==> config.mk <==
export PLATFORM = sky130hd
export DESIGN_NAME = tick_gen_1s_flat
export DESIGN_NICKNAME = d
export VERILOG_FILES = /design/src/rtl/tick_gen_1s_if.sv /design/src/rtl/tick_gen_1s.sv /design/src/flat_wrapper.sv
export SDC_FILE = /design/constraint.sdc
export NUM_CORES = 1
export LEC_CHECK = 0
export BUFFER_PORTS_ARGS = -buffer_cell sky130_fd_sc_hd__buf_2
export CAP_MARGIN = 30
export CORE_AREA = 8 8 75 77
export DETAILED_ROUTE_END_ITERATION = 16
export DIE_AREA = 0 0 83 85
export PLACE_DENSITY = 0.69
export RECOVER_POWER = 25
export SLEW_MARGIN = 20
export SYNTH_ARGS = -nofsm -noshare
export SYNTH_HDL_FRONTEND = slang
export SYNTH_SLANG_ARGS = --single-unit
==> constraint.sdc <==
create_clock -name clk -period 4.3 [get_ports clk]
set_input_delay 0.215 -clock clk [delete_from_list [all_inputs] [get_ports clk]]
set_output_delay 0.215 -clock clk [all_outputs]
set_load 0.02 [all_outputs]
==> src/rtl/tick_gen_1s_if.sv <==
// Control and status bundle for the 1 s timebase: host drives start/stop/pause,
// the generator returns the tick strobe, run state and elapsed tick count.
interface tick_gen_1s_if #(
    parameter int unsigned SEC_W = 8
);
    logic             start;
    logic             stop;
    logic             pause;
    logic             timeout1s;
    logic             running;
    logic             paused;
    logic [SEC_W-1:0] elapsed;

    modport master (
        output start, stop, pause,
        input  timeout1s, running, paused, elapsed
    );

    modport slave (
        input  start, stop, pause,
        output timeout1s, running, paused, elapsed
    );
endinterface

==> src/rtl/tick_gen_1s.sv <==
// Divides clk into a one-cycle strobe every CLK_HZ/TICK_HZ cycles, with
// start/stop/pause control that freezes sub-tick phase while paused.
module tick_gen_1s #(
    parameter int unsigned CLK_HZ  = 50000000,
    parameter int unsigned TICK_HZ = 1,
    parameter int unsigned SEC_W   = 8
) (
    input  logic          clk,
    input  logic          rst,
    tick_gen_1s_if.slave  bus
);
    localparam int unsigned DIV  = (TICK_HZ == 0) ? 0 : CLK_HZ / TICK_HZ;
    localparam int unsigned PW   = (DIV < 2) ? 1 : $clog2(DIV);
    localparam logic [PW-1:0] LAST = PW'(DIV - 1);

    generate
        if (DIV < 2) begin : g_bad_div
            $error("tick_gen_1s: CLK_HZ/TICK_HZ must be at least 2");
        end
    endgenerate

    typedef enum logic [1:0] {
        IDLE,
        RUN,
        PAUSE
    } state_t;

    state_t           state_q;
    logic [PW-1:0]    presc_q;
    logic             tick_q;
    logic [SEC_W-1:0] elapsed_q;

    // Priority on every edge is stop > start > pause; the strobe defaults low.
    always_ff @(posedge clk or negedge rst) begin
        if (!rst) begin
            state_q   <= IDLE;
            presc_q   <= '0;
            tick_q    <= 1'b0;
            elapsed_q <= '0;
        end else begin
            tick_q <= 1'b0;
            case (state_q)
                IDLE: begin
                    presc_q <= '0;
                    if (!bus.stop && bus.start) begin
                        state_q   <= RUN;
                        elapsed_q <= '0;
                    end
                end
                RUN: begin
                    if (bus.stop) begin
                        state_q <= IDLE;
                        presc_q <= '0;
                    end else if (bus.start) begin
                        presc_q   <= '0;
                        elapsed_q <= '0;
                    end else if (bus.pause) begin
                        state_q <= PAUSE;
                    end else if (presc_q == LAST) begin
                        presc_q   <= '0;
                        tick_q    <= 1'b1;
                        elapsed_q <= elapsed_q + SEC_W'(1);
                    end else begin
                        presc_q <= presc_q + PW'(1);
                    end
                end
                PAUSE: begin
                    // prescaler is left untouched so phase survives the pause
                    if (bus.stop) begin
                        state_q <= IDLE;
                        presc_q <= '0;
                    end else if (bus.start) begin
                        state_q   <= RUN;
                        presc_q   <= '0;
                        elapsed_q <= '0;
                    end else if (bus.pause) begin
                        state_q <= RUN;
                    end
                end
                default: begin
                    state_q <= IDLE;
                    presc_q <= '0;
                end
            endcase
        end
    end

    assign bus.timeout1s = tick_q;
    assign bus.running   = (state_q == RUN);
    assign bus.paused    = (state_q == PAUSE);
    assign bus.elapsed   = elapsed_q;

endmodule

==> src/flat_wrapper.sv <==
// flat-port wrapper written by rule: the top's interface ports become plain ports
module tick_gen_1s_flat 
#(
    parameter int unsigned CLK_HZ  = 50000000,
    parameter int unsigned TICK_HZ = 1,
    parameter int unsigned SEC_W   = 8
)
  (clk, rst, bus_start, bus_stop, bus_pause, bus_timeout1s, bus_running, bus_paused, bus_elapsed);
  tick_gen_1s_if #(.SEC_W(SEC_W)) bus_i ();
  input  logic clk;
  input  logic rst;
  input wire logic [$bits(bus_i.start)-1:0] bus_start;
  input wire logic [$bits(bus_i.stop)-1:0] bus_stop;
  input wire logic [$bits(bus_i.pause)-1:0] bus_pause;
  output wire logic [$bits(bus_i.timeout1s)-1:0] bus_timeout1s;
  output wire logic [$bits(bus_i.running)-1:0] bus_running;
  output wire logic [$bits(bus_i.paused)-1:0] bus_paused;
  output wire logic [$bits(bus_i.elapsed)-1:0] bus_elapsed;
  assign bus_i.start = bus_start;
  assign bus_i.stop = bus_stop;
  assign bus_i.pause = bus_pause;
  assign bus_timeout1s = bus_i.timeout1s;
  assign bus_running = bus_i.running;
  assign bus_paused = bus_i.paused;
  assign bus_elapsed = bus_i.elapsed;
  tick_gen_1s #(.CLK_HZ(CLK_HZ), .TICK_HZ(TICK_HZ), .SEC_W(SEC_W)) u_core (.clk(clk), .rst(rst), .bus(bus_i));
endmodule
==> impl_results.md, run 1 <==
* Setup bufs post-CTS at 0
* DRC at 0
* IO Port Bufs at 15
* GR Util All Layers at 0.144
* Peak VDD IR at roughly 0.12 mV
* Area grow syn2layout at 10.4%
* CP peak stage delay at approximately 0.51 ns
* DRT iter0 DRCs at 160
* Synthesized area per cell at roughly 8.7 um^2
* Layout Cells excl Fill at 320
* Unique cell type count in the Yosys netlist at 47
* Setup TNS at 0 ns
* 1st-pass router iterations at 5
* Nets at roughly 270
* Drt total wl at 5.05 mm
* Worst setup SP type: register
* Routed WL per cell at around 16 um
* Post-CTS Hold Fix Bufs at 0
* Die Height at around 85 um
* Starting Density at 0.478
* Worst-Margin Slew at around 2 ns
* Total CTS buffers at 5
* Maximum clock rate at roughly 410 MHz
* Initial antenna violation count at 0
* Post-detail-place hpwl at about 3.5 mm
* Failing checks: max-capacitance violations, max-slew violations
* Commonest non-fill, non-tap cells in the layout: dfrtp_1, nand3_1, o21ai_0, inv_1, buf_2
* Clock latency on the worst-skew pair at between 0.2 and 0.3 ns
* Clock sink count at 37
* CP Cell Sequence: nor4b_1, and4_1, a21oi_1, buf_4, a21o_1, a21o_1
* Synthesized cell area at between 0.002 and 0.0025 mm^2
* Final worst-path cycle share at 0.565
* Largest net degree at the start of global routing at 38
* Crit end category: register
* Worst path bufs/invs at 1
* Crit path kind: reg2reg
* Minimum clock period at between 2 and 2.5 ns
* Synth Warn # at 0
* Worst-case clock buffer depth at 2
* Cell count after synthesis at around 250
* Row count at 25
* Hold Fails Final Rpt at 0
* Fin. max-slew vios at 38
* Chip Width at roughly 83 um
* Count of final setup violators at 0
* Status: finished, violations left
* Post_cts resized at 0
* Clk slew on worst S/H paths at approximately 0.070 ns
* Max-Slew Margin vs Limit at -0.305
* Number of global-route vias before repair at 1711
* Critical-path top delay cell: and4_1
* Hold Path Class: in2reg
* Gp weighted congestion at between 0.8 and 0.9
* Sequential area share after synthesis at 0.427
* Pre-CTS setup slack at between 1 and 1.5 ns
* Leak at just under 1 nW
* Layout cells sized above 1 at 0.124
* Vias/cell at 5.99
* Max-Cap Viols at 1
* Io pins at 16
* Yosys reg bits at 37
* Crit path max-delay family: simple AND/OR/NAND/NOR gates
* Commonest non-fill, non-tap cell in the layout: dfrtp_1
* Placeable Area at 0.00454 mm^2
* Max FO, Critical Path at 10
* Critical Path RT at about 4.5 ns
* GRT overflow at 0
* CP dominant cell by count: a21o_1
* Die Area at 0.00706 mm^2
* CTS tree: built
* Cell Pwr Density at just under 300 mW/mm^2
* # diodes at 0
* Vias at 1916
* Global-route wire length before repair at between 8 and 9 mm
* Fillers at ~430
* RSZ-0062 raised after global routing: false
* Syn_nets at ~260
* Setup WS post-layout at 1.87 ns
* Setup Skew at around 0.0048 ns
* Placed insts at approximately 310
* CP Data Arrival Time at 2.62 ns
* DRT antenna net count at 0
* H-tree depth at 2
* Clock root buffer: clkbuf_8
[cells in the mapped netlist, drive strengths merged]
library cell / n / area [um^2]
dfrtp: 37 / 926
o21ai: 29 / 145
nand3: 26 / 130
inv: 18 / 67.6
a21oi: 15 / 75.1
nand2: 15 / 56.3
or3: 15 / 93.8
nor2: 9 / 36.3
nand4: 8 / 50.1
buf: 6 / 51.3
nor4: 6 / 43.8
and3: 5 / 31.3
clkbuf: 5 / 18.8
nor3: 5 / 25.0
a31oi: 4 / 25.0
o21a: 4 / 30.0
a211o: 3 / 35.0
a211oi: 3 / 22.5
a41oi: 3 / 26.3
and2: 3 / 18.8
and4: 3 / 26.3
nor2b: 3 / 18.8
o311ai: 3 / 26.3
a21o: 2 / 15.0
ha: 2 / 25.0
nand2b: 2 / 12.5
a21boi: 1 / 11.3
a22o: 1 / 8.76
a31o: 1 / 8.76
a32o: 1 / 10.0
and2b: 1 / 7.51
nand3b: 1 / 7.51
nand4b: 1 / 8.76
nor4b: 1 / 8.76
o211ai: 1 / 7.51
o31ai: 1 / 7.51
or2b: 1 / 7.51
or3b: 1 / 8.76
or4: 1 / 7.51
or4b: 1 / 13.8
or4bb: 1 / 11.3
[flip-flops by register name, summed over array words and instances, names as in the netlist]
name,cells
u_core.bus.timeout1s,1
u_core.presc_q,26
u_core.state_q,2
u_core.bus.elapsed,8
[per-layer routing]
layer  wire length, um  up-vias  GRT usage  share of wire
met5                 0        -          0              0
met4                84        0     0.0655          0.017
met3               234        9     0.0316          0.046
met2              2260       53      0.214           0.45
met1              2460      892      0.194           0.49
li1                  -      962          -              -
[path summary, 6_finish.rpt]
check / start / endpoint / slack, ns / cells after the start
worst min register to register: u_core.presc_q[22] / u_core.presc_q[22] / 0.51 / 1
min in group asynchronous: rst / u_core.presc_q[19] / 0.46 / 1
worst max-delay path: u_core.presc_q[16] / u_core.presc_q[9] / 1.87 / 6
max in group asynchronous: rst / u_core.state_q[0] / 2.72 / 1
worst min-delay path: bus_stop / u_core.state_q[1] / 0.17 / 2
worst max register to register: u_core.presc_q[16] / u_core.presc_q[9] / 1.87 / 6
[per-stage QoR]
stage / power [mW] / hold WS, ns / instance area [um^2] / utilization
finish: 0.706 / 0.175 / 2390 / 0.527
detailed placement: 0.397 / 0.363 / 2270 / 0.501
global placement: 0.396 / 0.365 / 2260 / 0.498
CTS: 0.712 / 0.0423 / 2390 / 0.527
floorplan: 0.381 / -0.0806 / 2170 / -
global route: 0.732 / 0.194 / 2390 / 0.527
[area by class of cell]
type	instances	area, um^2	area share
multi-input cells	183	1110	0.463
flip-flops and latches	37	926	0.387
repair buffers	20	106	0.0445
clock buffers	7	86.3	0.0361
inverters	18	67.6	0.0282
well taps	54	67.6	0.0282
clock inverters	1	30.0	0.0126
[worst reg2reg max path, cell delays in order (launching register included)]
cell	delay [ns]
dfrtp_1	0.45
nor4b_1	0.50
and4_1	0.51
a21oi_1	0.29
buf_4	0.25
a21o_1	0.16
a21o_1	0.17
[report_power, final]
group / leakage (nW) / internal [mW] / switching (mW) / total (mW)
registers: 0.516 / 0.349 / 0.00314 / 0.352
clock network: 0.0585 / 0.189 / 0.127 / 0.316
logic: 0.417 / 0.0119 / 0.0252 / 0.0371
total: 0.991 / 0.550 / 0.156 / 0.706
[kinds of logic (layout without fill, tap and decap cells)]
group	count (synthesis)	count (layout)	share of synthesized area
fa+ha+maj	2	2	0.0115
flops	37	37	0.427
simple gates	109	109	0.288
buf+inv	29	46	0.0635
compound gates	72	72	0.210
Power figures use the tool's default switching activity.
==> run 2, diff against run 1 <==
clock period = 2.4 ns   (was 4.3 ns; I/O delays follow)
==> impl_results.md, run 2 (synthesized netlist as in run 1, its figures left out) <==
* Status: completed (was finished, violations left)
* Critical-path top delay cell: a211o_4 (was and4_1)
* Clock sink count at 37 (unchanged)
* CP peak stage delay at 0.46 ns (was 0.51 ns)
* Worst setup SP type: register (unchanged)
* Leak at 1.01 nW (was 0.991 nW)
* Setup Skew at 0.0131 ns (was 0.00475 ns)
* Layout cells sized above 1 at 0.133 (was 0.124)
* Hold Path Class: in2reg (unchanged)
* Maximum clock rate at 463 MHz (was 412 MHz)
* Setup TNS at 0 ns (unchanged)
* Reg with most FFs: u_core.presc_q (unchanged)
* DRT iter0 DRCs at 130 (was 160)
* Post_cts resized at 0 (unchanged)
* Commonest non-fill, non-tap cells in the layout: dfrtp_1, nand3_1, o21ai_0, inv_1 (was dfrtp_1, nand3_1, o21ai_0, inv_1, buf_2)
* H-tree depth at 2 (unchanged)
* Max-Cap Viols at 0 (was 1)
* Final instance area at 0.00242 mm^2 (was 0.00239 mm^2)
* RSZ-0062 raised after global routing: false (unchanged)
* Clock root buffer: clkbuf_8 (unchanged)
* GRT overflow at 0 (unchanged)
* Nets at 276 (was 272)
* Commonest non-fill, non-tap cell in the layout: dfrtp_1 (unchanged)
* CP Cell Sequence: ha_1, and2_1, and4_1, a211o_4, or3_1, o21ai_0 (was nor4b_1, and4_1, a21oi_1, buf_4, a21o_1, a21o_1)
* Clk slew on worst S/H paths at 0.08 ns (was 0.07 ns)
* Clock latency on the worst-skew pair at 0.30 ns (was 0.29 ns)
* GR Util All Layers at 0.143 (was 0.144)
* DRC at 0 (unchanged)
* Vias at 1949 (was 1916)
* DRT met1 WL at 2.49 mm (was 2.46 mm)
* Worst path bufs/invs at 0 (was 1)
* DR top layer: met4 (unchanged)
* Met3 wire len at 260 um (was 234 um)
* Routed WL per cell at 15.9 um (was 15.8 um)
* Worst hold start: bus_stop (unchanged)
* R2r startpoint: u_core.presc_q[0] (was u_core.presc_q[16])
* Cell Pwr Density at 494 mW/mm^2 (was 295 mW/mm^2)
* Fin. max-slew vios at 0 (was 38)
* Crit path max-delay family: simple AND/OR/NAND/NOR gates (unchanged)
* Die Height at 85 um (unchanged)
* Setup bufs post-CTS at 0 (unchanged)
* Max-Slew Margin vs Limit at 0.100 (was -0.305)
* FF-to-FF path depth at 6 (unchanged)
* Minimum clock period at 2.16 ns (was 2.43 ns)
* WHS Endpoint: u_core.state_q[1] (unchanged)
* Total CTS buffers at 5 (unchanged)
* Gp weighted congestion at 0.831 (was 0.832)
* # diodes at 0 (unchanged)
* Worst-case clock buffer depth at 2 (unchanged)
* Max FO, Critical Path at 18 (was 10)
* CP Data Arrival Time at 2.36 ns (was 2.62 ns)
* Peak VDD IR at 0.380 mV (was 0.124 mV)
* R2R setup slack at 0.24 ns (was 1.87 ns)
* Hold Path Depth at 2 (unchanged)
* Global-route wire length before repair at 8.50 mm (was 8.55 mm)
* Vias/cell at 6.02 (was 5.99)
* Die Area at 0.00706 mm^2 (unchanged)
* Largest net degree at the start of global routing at 38 (unchanged)
* Initial antenna violation count at 0 (unchanged)
* IO Port Bufs at 15 (unchanged)
* Placeable Area at 0.00454 mm^2 (unchanged)
* Chip Width at 83 um (unchanged)
* Starting Density at 0.478 (unchanged)
* Post-detail-place hpwl at 3.41 mm (was 3.48 mm)
* Worst-Margin Slew at 1.35 ns (was 1.96 ns)
* DRT antenna net count at 0 (unchanged)
* Largest register FFs at 26 (unchanged)
* Post-Place Cell Area at 0.00230 mm^2 (was 0.00227 mm^2)
* Drt total wl at 5.16 mm (was 5.05 mm)
* Crit end category: register (unchanged)
* R2R Path End: u_core.presc_q[23] (was u_core.presc_q[9])
* Final worst-path cycle share at 0.901 (was 0.565)
* Io pins at 16 (unchanged)
* Row count at 25 (unchanged)
* Met2 wire length at 2.37 mm (was 2.26 mm)
* Critical Path RT at 2.60 ns (was 4.49 ns)
* Hold Fails Final Rpt at 0 (unchanged)
* Count of final setup violators at 0 (unchanged)
* Crit path kind: reg2reg (unchanged)
* CTS tree: built (unchanged)
* Area grow syn2layout at 11.7% (was 10.4%)
* 1st-pass router iterations at 4 (was 5)
* Number of global-route vias before repair at 1711 (unchanged)
-- run 2: timing repair --
action | CTS | global route
endpoints found under the setup margin | 0 | 0
hold buffers | 1 | 0
endpoints found under the hold margin | 37 | 0
-- run 2: per-stage QoR --
stage                     utilization  hold slack (ns)  std cells  setup slack, ns  power, mW
final                           0.534           0.0870        324            0.239       1.19
after global routing            0.534           0.0996        324           0.0871       1.23
after CTS                       0.531           0.0808        323            0.235       1.20
after detailed placement        0.506            0.272        314            0.262      0.713
after global placement          0.506            0.273        314            0.284      0.713
after floorplan                     -           -0.176        249            0.280      0.683
-- run 2: final cells by class --
class	instances	area, um^2
well taps	54	67.6
multi-input cells	183	1110
repair buffers	24	149
clock buffers	7	96.3
clock inverters	1	5.00
flip-flops and latches	37	926
inverters	18	67.6
fillers	422	2120
-- run 2: routing by layer --
| layer | up-vias | track usage |
|---|---|---|
| met1 | 936 | 0.192 |
| met5 | - | 0 |
| met3 | 4 | 0.0374 |
| met2 | 42 | 0.218 |
| li1 | 967 | - |
| met4 | 0 | 0.0463 |
-- run 2: how the worst max path moves through the flow --
stage	start	to	cells past startpoint
2_1_floorplan	u_core.presc_q[0]	u_core.presc_q[18]	8
3_3_place_gp	u_core.presc_q[11]	u_core.bus.elapsed[5]	6
3_5_place_dp	u_core.presc_q[0]	u_core.presc_q[23]	6
4_1_cts	u_core.presc_q[0]	u_core.presc_q[23]	6
5_1_grt	rst	u_core.bus.elapsed[6]	3
6_report	u_core.presc_q[0]	u_core.presc_q[23]	6
-- run 2: power breakdown --
group          total [mW]  internal [mW]  switching [mW]
clock               0.491          0.260           0.231
combinational      0.0762         0.0258          0.0503
sequential          0.627          0.625         0.00197
total                1.19          0.911           0.284
==> run 3, diff against run 2 <==
ABC_AREA = 1   (was default)
CORE_AREA = 8 8 79 81   (was 8 8 75 77)
DIE_AREA = 0 0 87 89   (was 0 0 83 85)
PLACE_DENSITY = 0.68   (was 0.69)
==> impl_results.md, run 3 <==
* Status: completed (unchanged)
* Clock sink count at 37 (unchanged)
* FF-to-FF path depth at 10 (was 6)
* Synth Area in Compound Gates at 0.0474 (was 0.210)
* Yosys reg bits at 37 (unchanged)
* Hold Fails Final Rpt at 0 (unchanged)
* Die Area at 0.00774 mm^2 (was 0.00706 mm^2)
* Maximum clock rate at 526 MHz (was 463 MHz)
* Chip Width at 87 um (was 83 um)
* Cell count after synthesis at 362 (was 249)
* DRT iter0 DRCs at 104 (was 130)
* Gp weighted congestion at 0.917 (was 0.831)
* Max-Slew Margin vs Limit at 0.415 (was 0.100)
* Peak VDD IR at 0.343 mV (was 0.380 mV)
* Synth top cells by count: nand2_1, nor2_1, inv_1, dfrtp_1, nand3_1 (was dfrtp_1, nand3_1, o21ai_0, inv_1)
* Minimum clock period at 1.90 ns (was 2.16 ns)
* Critical Path RT at 2.56 ns (was 2.60 ns)
* Placeable Area at 0.00498 mm^2 (was 0.00454 mm^2)
* GRT overflow at 0 (unchanged)
* DRT antenna net count at 0 (unchanged)
* IO Port Bufs at 15 (unchanged)
* Vias at 2250 (was 1949)
* Clk slew on worst S/H paths at 0.08 ns (about the same)
* Crit end category: register (unchanged)
* Setup TNS at 0 ns (unchanged)
* Synth Area in Adders at 0.0104 (was 0.0115)
* Synthesized area per cell at 6.64 um^2 (was 8.70 um^2)
* XOR/XNOR share of the synthesized area at 0.0328 (was 0)
* CTS tree: built (unchanged)
* Pwr Total at 1.45 mW (was 1.19 mW)
* Worst-case clock buffer depth at 2 (unchanged)
* Worst path bufs/invs at 1 (was 0)
* Area grow syn2layout at 8.70% (was 11.7%)
* Global-route wire length before repair at 9.29 mm (was 8.50 mm)
* CP peak stage delay at 0.38 ns (was 0.46 ns)
* Die Height at 89 um (was 85 um)
* Worst setup SP type: register (unchanged)
* Crit path max-delay family: simple AND/OR/NAND/NOR gates (unchanged)
* Setup bufs post-CTS at 0 (unchanged)
* Initial antenna violation count at 0 (unchanged)
* Largest register FFs at 26 (unchanged)
* Setup WS post-layout at 0.500 ns (was 0.239 ns)
* 1st-pass router iterations at 5 (was 4)
* Synth Area in Simple Gates at 0.441 (was 0.288)
* Synth Warn # at 0 (unchanged)
* Sequential area share after synthesis at 0.385 (was 0.427)
* Largest net degree at the start of global routing at 38 (unchanged)
* Routed WL per cell at 12.0 um (was 15.9 um)
* Count of final setup violators at 0 (unchanged)
* Row count at 26 (was 25)
* Fillers at 512 (was 422)
* Most used DFF post-synth: dfrtp_1 (unchanged)
* CP Cell Sequence: ha_1, nand2_1, nor2_1, nand2_1, nor2_1, nand2_1, nand2_1, nand2_1, inv_1, nor2_1 (was ha_1, and2_1, and4_1, a211o_4, or3_1, o21ai_0)
* Total CTS buffers at 5 (unchanged)
* Post-synth EDFFs at 0 (unchanged)
* Most frequent cell after synthesis: nand2_1 (was dfrtp_1)
* Layout Utilization at 0.525 (was 0.534)
* Leak at 1.23 nW (was 1.01 nW)
* H-tree depth at 2 (unchanged)
* Critical-path top delay cell: dfrtp_1 (was a211o_4)
* Max FO, Critical Path at 12 (was 18)
* Post-detail-place hpwl at 4.17 mm (was 3.41 mm)
* Cell Pwr Density at 554 mW/mm^2 (was 494 mW/mm^2)
* Starting Density at 0.483 (was 0.478)
* Io pins at 16 (unchanged)
* Number of global-route vias before repair at 2060 (was 1711)
* Clock root buffer: clkbuf_8 (unchanged)
* Commonest non-fill, non-tap cells in the layout: nand2_1, nor2_1, inv_1, dfrtp_1, nand3_1 (was dfrtp_1, nand3_1, o21ai_0, inv_1)
* CP Data Arrival Time at 2.06 ns (was 2.36 ns)
* Pre-CTS setup slack at 0.534 ns (was 0.262 ns)
* Hold slack at 0.0303 ns (was 0.0870 ns)
* Worst-Margin Slew at 0.878 ns (was 1.35 ns)
* DRC at 0 (unchanged)
* Hold Path Depth at 2 (unchanged)
* Hold Path Class: in2reg (unchanged)
* Fin. max-slew vios at 0 (unchanged)
* Setup Skew at 0.00616 ns (was 0.0131 ns)
* RSZ-0062 raised after global routing: false (unchanged)
* Top-area cell type share of the netlist area at 0.385 (was 0.427)
* Area leader, netlist: dfrtp_1 (unchanged)
* GR Util All Layers at 0.152 (was 0.143)
* Commonest non-fill, non-tap cell in the layout: nand2_1 (was dfrtp_1)
* Layout cells sized above 1 at 0.0576 (was 0.133)
* CP Depth at 10 (was 6)
* Clock latency on the worst-skew pair at 0.29 ns (was 0.30 ns)
* Worst hold start: bus_pause (was bus_stop)
* Synthesized cell area at 0.00240 mm^2 (was 0.00217 mm^2)
* Worst setup startpoint: u_core.presc_q[1] (was u_core.presc_q[0])
* Unique cell type count in the Yosys netlist at 25 (was 47)
* Synth async-reset ratio at 1.00 (unchanged)
* CP dominant cell by count: nand2_1
* Nets at 388 (was 276)
* Crit path kind: reg2reg (unchanged)
* # diodes at 0 (unchanged)
* Largest family of logic cells by synthesized area: simple AND/OR/NAND/NOR gates (unchanged)
* Drt total wl at 5.43 mm (was 5.16 mm)
* Post-synthesis mux area share at 0 (unchanged)
* Synth area leaders: dfrtp_1, nand2_1, nor2_1 (was dfrtp_1, nand3_1, o21ai_0)
* R2r startpoint: u_core.presc_q[1] (was u_core.presc_q[0])
* Syn_nets at 369 (was 256)
* Final worst-path cycle share at 0.792 (was 0.901)
* Reg with most FFs: u_core.presc_q (unchanged)
* Max-Cap Viols at 0 (unchanged)
* Vias/cell at 4.98 (was 6.02)
[run 3: cell count changes after synthesis, moves of 6 or more]
| cell | previous run | this run |
|---|---|---|
| nor2_1 | 8 | 60 |
| or3_1 | 15 | 0 |
| o21ai_0 | 26 | 12 |
| nand2_1 | 15 | 129 |
| a21oi_1 | 15 | 4 |
| inv_1 | 18 | 41 |
| xor2_1 | 0 | 6 |
[run 3: per-layer routing]
layer,track usage,up-vias,share of wire
li1,-,1176,-
met5,0,-,0
met3,0.0340,4,0.042
met2,0.260,39,0.49
met4,0.0469,0,0.0074
met1,0.185,1031,0.46
[run 3: final timing paths]
check	endpoint	slack [ns]
hold reg to reg	u_core.bus.elapsed[6]	0.51
setup / recovery	u_core.presc_q[20]	0.50
setup reg to reg	u_core.presc_q[20]	0.50
min in group asynchronous	u_core.bus.elapsed[3]	0.48
hold / removal	u_core.bus.timeout1s	0.03
max in group asynchronous	u_core.presc_q[23]	1.37
[run 3: power breakdown]
part,switching [mW],internal (mW)
Combinational,0.244,0.0933
Clock,0.223,0.200
Sequential,0.0358,0.650
[run 3: cell families after synthesis]
| family | count (synthesis) |
|---|---|
| simple gates | 247 |
| buf+inv | 47 |
| flops | 37 |
| compound gates | 20 |
| xor+xnor | 9 |
| fa+ha+maj | 2 |
[run 3: final cells by class]
class | count | area, um^2 | share of cell area
Clock inverter | 3 | 17.5 | 0.00671
Sequential cell | 37 | 926 | 0.355
Tap cell | 70 | 87.6 | 0.0335
Multi-Input combinational cell | 278 | 1280 | 0.489
Clock buffer | 5 | 68.8 | 0.0264
Timing Repair Buffer | 16 | 73.8 | 0.0283
Inverter | 43 | 161 | 0.0618
[run 3: stage by stage]
step / cells / instance area [um^2]
3_5_place_dp: 443 / 2530
4_1_cts: 452 / 2620
5_1_grt: 452 / 2610
2_1_floorplan: 362 / 2400
3_3_place_gp: 443 / 2530
6_report: 452 / 2610
[run 3: what timing repair did]
item	4_1_cts	5_1_grt
hold endpoints to repair	37	0
hold buffers	1	0
gates resized for setup	0	0
setup endpoints to repair	0	0
